===== config.mk =====
export PLATFORM = sky130hd
export DESIGN_NAME = cmd_controller_mr
export DESIGN_NICKNAME = d
export VERILOG_FILES = /design/src/rtl/sd_pkg.sv /design/src/rtl/cmd_timeout_timer.sv /design/src/rtl/cmd_controller_mr.sv
export SDC_FILE = /design/constraint.sdc
export NUM_CORES = 1
export LEC_CHECK = 0
export CORE_ASPECT_RATIO = 0.9
export CORE_MARGIN = 2
export CORE_UTILIZATION = 44
export CTS_BUF_LIST = sky130_fd_sc_hd__clkbuf_16
export DETAILED_ROUTE_END_ITERATION = 16
export PLACE_DENSITY = 0.8
export SYNTH_ARGS = -nofsm -noshare
export SYNTH_HDL_FRONTEND = slang
export SYNTH_HIERARCHICAL = 1
export SYNTH_SLANG_ARGS = --single-unit

===== constraint.sdc =====
create_clock -name clock -period 3.4 [get_ports clock]
set_clock_uncertainty 0.2 [all_clocks]
set_input_delay 0.68 -clock clock [delete_from_list [all_inputs] [get_ports clock]]
set_output_delay 0.68 -clock clock [all_outputs]
set_load 0.05 [all_outputs]

===== src/rtl/sd_pkg.sv =====
// Shared definitions for the SD host command controller: FSM states,
// response-type codes, command framing start bits and error classes.
package sd_pkg;

  typedef enum logic [1:0] {IDLE, SEND, WAIT, DONE} state_t;
  typedef enum logic [1:0] {ERR_NONE, ERR_TO, ERR_IDX} err_t;

  localparam logic [1:0] RESP_NONE     = 2'b00;
  localparam logic [1:0] RESP_SHORT    = 2'b01;
  localparam logic [1:0] RESP_LONG     = 2'b10;
  localparam logic [1:0] RESP_SHORT_NC = 2'b11;

  localparam logic [1:0] CMD_START = 2'b01;

endpackage


===== src/rtl/cmd_timeout_timer.sv =====
// Response-wait timer: counts enabled cycles from zero, saturates at all-ones,
// and flags when the count equals the programmed limit.
module cmd_timeout_timer import sd_pkg::*; #(
  parameter int TO_W = 32
) (
  input  logic            clock,
  input  logic            reset,
  input  logic            clear,
  input  logic            enable,
  input  logic [TO_W-1:0] limit,
  output logic            hit
);

  logic [TO_W-1:0] count;

  always_ff @(posedge clock or negedge reset) begin
    if (!reset)
      count <= '0;
    else if (clear)
      count <= '0;
    else if (enable && (count != '1))
      count <= count + TO_W'(1);
  end

  assign hit = (count == limit);

endmodule


===== src/rtl/cmd_controller_mr.sv =====
// SD host CMD-line controller: frames index/argument, hands it to the PHY,
// collects none/short/long responses with optional index check and bounded retry.
module cmd_controller_mr import sd_pkg::*; #(
  parameter int          ARG_W     = 32,
  parameter int          RESP_W    = 128,
  parameter int          IN_W      = 136,
  parameter int          TO_W      = 32,
  parameter int unsigned MAX_RETRY = 2
) (
  input  logic               clock,
  input  logic               reset,
  input  logic               new_command,
  input  logic [ARG_W-1:0]   cmd_argument,
  input  logic [5:0]         cmd_index,
  input  logic [1:0]         resp_type,
  input  logic [TO_W-1:0]    command_timeout_REG,
  input  logic               tx_done,
  input  logic               strobe_in,
  input  logic [IN_W-1:0]    cmd_in,
  output logic [ARG_W+7:0]   cmd_out,
  output logic               strobe_out,
  output logic               ack_out,
  output logic               idle_out,
  output logic               busy,
  output logic [RESP_W-1:0]  response,
  output logic               command_complete,
  output logic               command_timeout,
  output logic               command_index_error,
  output logic [1:0]         retry_count
);

  state_t state, state_nxt;
  err_t   err_q, err_nxt, fail;

  logic [5:0]        sh_idx;
  logic [1:0]        sh_type;
  logic [TO_W-1:0]   sh_tout;
  logic              hit, accept, retry, ack_nxt, start;
  logic [RESP_W-1:0] resp_nxt;
  logic              unused_bits;

  assign unused_bits = ^cmd_in[IN_W-1:RESP_W];
  assign start       = (state == IDLE) && new_command;

  cmd_timeout_timer #(.TO_W(TO_W)) u_timer (
    .clock  (clock),
    .reset  (reset),
    .clear  (state != WAIT),
    .enable (state == WAIT),
    .limit  (sh_tout),
    .hit    (hit)
  );

  always_comb begin
    state_nxt = state;
    err_nxt   = err_q;
    fail      = ERR_NONE;
    accept    = 1'b0;
    retry     = 1'b0;
    ack_nxt   = 1'b0;
    case (state)
      IDLE: if (new_command) begin
        state_nxt = SEND;
        err_nxt   = ERR_NONE;
      end
      SEND: if (tx_done) state_nxt = (sh_type == RESP_NONE) ? DONE : WAIT;
      WAIT: begin
        // A response arriving on the timeout cycle takes precedence.
        if (strobe_in) begin
          ack_nxt = 1'b1;
          if ((sh_type == RESP_SHORT) && (cmd_in[ARG_W+5:ARG_W] != sh_idx))
            fail = ERR_IDX;
          else begin
            accept    = 1'b1;
            state_nxt = DONE;
          end
        end else if (hit)
          fail = ERR_TO;
        if (fail != ERR_NONE) begin
          if (retry_count < 2'(MAX_RETRY)) begin
            retry     = 1'b1;
            state_nxt = SEND;
          end else begin
            state_nxt = DONE;
            err_nxt   = fail;
          end
        end
      end
      DONE:    state_nxt = IDLE;
      default: state_nxt = IDLE;
    endcase
  end

  always_comb begin
    resp_nxt = {{(RESP_W-ARG_W){1'b0}}, cmd_in[ARG_W-1:0]};
    case (sh_type)
      RESP_LONG:                resp_nxt = cmd_in[RESP_W-1:0];
      RESP_SHORT, RESP_SHORT_NC: resp_nxt = {{(RESP_W-ARG_W){1'b0}}, cmd_in[ARG_W-1:0]};
      default:                  resp_nxt = {{(RESP_W-ARG_W){1'b0}}, cmd_in[ARG_W-1:0]};
    endcase
  end

  // Shadow copies of the request; only meaningful once a command is accepted.
  always_ff @(posedge clock) begin
    if (start) begin
      sh_idx  <= cmd_index;
      sh_type <= resp_type;
      sh_tout <= command_timeout_REG;
    end
  end

  always_ff @(posedge clock or negedge reset) begin
    if (!reset) begin
      state               <= IDLE;
      err_q               <= ERR_NONE;
      retry_count         <= '0;
      cmd_out             <= '0;
      strobe_out          <= 1'b0;
      ack_out             <= 1'b0;
      idle_out            <= 1'b1;
      busy                <= 1'b0;
      response            <= '0;
      command_complete    <= 1'b0;
      command_timeout     <= 1'b0;
      command_index_error <= 1'b0;
    end else begin
      state               <= state_nxt;
      err_q               <= err_nxt;
      strobe_out          <= (state_nxt == SEND);
      idle_out            <= (state_nxt == IDLE);
      busy                <= (state_nxt != IDLE);
      ack_out             <= ack_nxt;
      command_complete    <= (state == DONE) && (err_q == ERR_NONE);
      command_timeout     <= (state == DONE) && (err_q == ERR_TO);
      command_index_error <= (state == DONE) && (err_q == ERR_IDX);
      if (start) begin
        cmd_out     <= {CMD_START, cmd_index, cmd_argument};
        response    <= '0;
        retry_count <= '0;
      end
      if (accept) response    <= resp_nxt;
      if (retry)  retry_count <= retry_count + 2'd1;
    end
  end

endmodule


==> results.md <==
- Vias/cell: 5.251
- Cell count after synthesis: 859
- Final worst path period share: 0.8491
- Yosys top cell area share: 0.5148
- CTS root buf: clkbuf_16
- Synth-to-Final Area Change: 48.64%
- Worst hold slack: 266.1 ps
- YS warnings: 6
- Count leader, synth: dfrtp_1
- Placer Congestion: 0.8708
- Hold Path Class: reg -> reg
- Pre-CTS setup slack: 272.7 ps
- Post-synth EDFFs: 40
- CTS tree: yes
- Post-synth cell types: 54
- Clock-pin slew on the worst setup and hold paths: 60 ps
- Slew HR: 0.4852
- DPL Wire Length: 22.04 mm
- DRT Pass-1 Iters: 5
- Max Fclk: 346.4 MHz
- Setup CP Type: reg -> reg
- Fin crit period: 2887 ps
- Met1 usage: 0.3006
- Syn_area_per_cell: 11.94 µm²
- Routed Antenna Nets: 0
- Drt drc: 0
- Vias: 8,160
- Synth Register Bits: 252
- Register area share after synthesis: 0.6345
- # rows: 52
- Port Buf Inserts: 380
- Worst Path Max Fanout: 7
- Maxcap violations: 0
- Final max-slew violation count: 0
- Asr flop ratio synth: 0.8413
- CP required: 3620 ps
- Synth Flop Type: dfrtp_1
- Pwr/cell area: 826.4 nW/µm²
- Share of post-route cells with drive strength above 1: 0.05817
- Final #Nets: 1,450
- Post-CTS Setup Bufs: 0
- Post-route setup TNS: 0 ps
- Post-Syn Nets: 1,073
- Status: completed
- RSZ-0062 raised after global routing: no
- Grt met3 use: 0.07173
- I/O pin count: 390
- Setup crit end kind: register
- Synth area leaders: dfrtp_1, edfxtp_1, a22o_1, nand2_1, xor2_1
- Endpoints failing setup: 0
- Initial antenna violation count: 3
- Leakage power: 6.900 nW
- Vias in the first global route: 8,052
- DR iter-0 viols: 646
- Post-synth top area cell: dfrtp_1
- Sink Count: 252
- Most common library cells after synthesis: dfrtp_1, nand2_1, a22o_1, edfxtp_1
- Starting Density: 0.4517
- Peak VDD IR: 0.6136 mV
- CTS buffer count: 26
- H-tree levels: 1
- Min setup slack post-route: 512.9 ps
- GRT met2 Usage: 0.4000
- Cts repair resizes: 0
- Pin count of the biggest net entering global routing: 81
- Per-cell routed wire length: 19.55 µm
- CTS Buffer Depth: 3
- Slew at the pin closest to its max-slew limit: 772.2 ps
- First-pass GRT wire length: 45.85 mm
- Critical path arrival: 3110 ps
- GRT overflow: 0
- Total GRT Usage: 0.2410
- GRT busiest layer: met2
- Mapped Area: 10,260 µm²
- Die Ht: 148.8 µm
- Chip Width: 164.9 µm
- Routed WL: 30.37 mm
- Clock latency on the worst-skew pair: 530 ps
- Fin. Hold Viols: 0
- Worst Setup Start Kind: register
- Core Box Area: 22,710 µm²
- Total die area: 24,550 µm²
==> timing repair <==
action	in CTS	in global routing
endpoints found under the setup margin	0	0
hold buffers	1	0
endpoints found under the hold margin	77	0
==> cell usage in the layout (no fill, tap or decap), types with 3 or more instances in the layout <==
| cell | n |
|---|---|
| or4_1 | 9 |
| a21oi_1 | 17 |
| clkbuf_16 | 26 |
| and3_1 | 4 |
| edfxtp_1 | 40 |
| nor4_1 | 14 |
| clkdlybuf4s50_1 | 379 |
| mux2i_1 | 34 |
| or3_1 | 5 |
| nand2b_1 | 5 |
| nor3_1 | 7 |
| xor2_1 | 39 |
| buf_12 | 10 |
| mux2_2 | 3 |
| nor2_1 | 29 |
| inv_1 | 43 |
| o21ai_0 | 6 |
| and4_1 | 3 |
| nand2_1 | 163 |
| dfrtp_1 | 211 |
| xnor2_1 | 12 |
| nand3_1 | 12 |
| nand4_1 | 10 |
| nor2b_1 | 4 |
| clkinv_1 | 8 |
| and2_1 | 3 |
| buf_4 | 10 |
| a22o_1 | 96 |
| o31ai_1 | 9 |
| a2111oi_2 | 3 |
| clkinv_2 | 4 |
==> final timing paths <==
path	start	to	slack [ps]	cells past startpoint
max	u_timer/count[3]	busy	510	9
min	cmd_out[38]	cmd_out[38]	270	1
max reg2reg	u_timer/count[3]	busy	510	9
min reg2reg	cmd_out[38]	cmd_out[38]	270	1
max in group asynchronous	reset	response[54]	1680	3
min in group asynchronous	reset	response[103]	540	2
==> cell families (layout without fill, tap and decap cells) <==
family / after synthesis / in the layout / synth area share
and+or+nand+nor: 277 / 277 / 0.1233
DFF: 252 / 252 / 0.6345
AOI/OAI and AO/OA: 148 / 148 / 0.1187
buffers and inverters: 92 / 488 / 0.04184
xor gates and xnor gates: 51 / 51 / 0.04355
muxes: 37 / 37 / 0.03648
adders and majority gates: 1 / 1 / 0.001220
other: 1 / 3 / 0.0003656
==> per-layer routing <==
layer | vias up | wire length (µm)
li1 | 3769 | -
met1 | 3948 | 11870
met2 | 377 | 14420
met3 | 64 | 2862
met4 | 2 | 1211
met5 | - | 13
==> per-stage QoR <==
stage,cells,total power [mW],instance area (µm²),util
finish,1554,12.60,15240,0.6714
global route,1554,13.15,15240,0.6714
floorplan,859,7.857,10260,-
CTS,1552,12.71,15240,0.6711
global placement,1504,9.942,14450,0.6363
detailed placement,1504,10.03,14450,0.6363
==> registers in the layout, indices dropped and copies added (netlist names), 2 cells and up <==
name and cells:
sh_tout 32, cmd_out 39, sh_type 2, state 2, response 128, err_q 2
retry_count 2, sh_idx 6, u_timer/count 32
==> area by class of cell <==
type / count / area (µm²)
clock buffers: 26 / 650.6
clock inverters: 21 / 130.1
fillers: 1676 / 7462
inverters: 40 / 150.1
diodes: 2 / 5.005
repair buffers: 401 / 4094
well taps: 297 / 371.6
multi-input cells: 515 / 3336
flip-flops and latches: 252 / 6507
==> report_power, final <==
| group | internal [mW] | leakage [nW] | switching (mW) |
|---|---|---|---|
| sequential | 3.87 | 3.22 | 0.434 |
| clock | 1.46 | 0.395 | 1.17 |
| combinational | 1.89 | 3.28 | 3.77 |
| total | 7.23 | 6.90 | 5.37 |
==> worst max-delay path, cell delays in order (launching register included) <==
cell,delay (ps)
dfrtp_1,470
xor2_1,200
nor4_1,420
nand4_1,250
nor2_1,290
nand2b_1,160
a21oi_1,170
o22ai_1,110
a21o_1,220
or2_2,290
(Power assumes the default switching activity.)
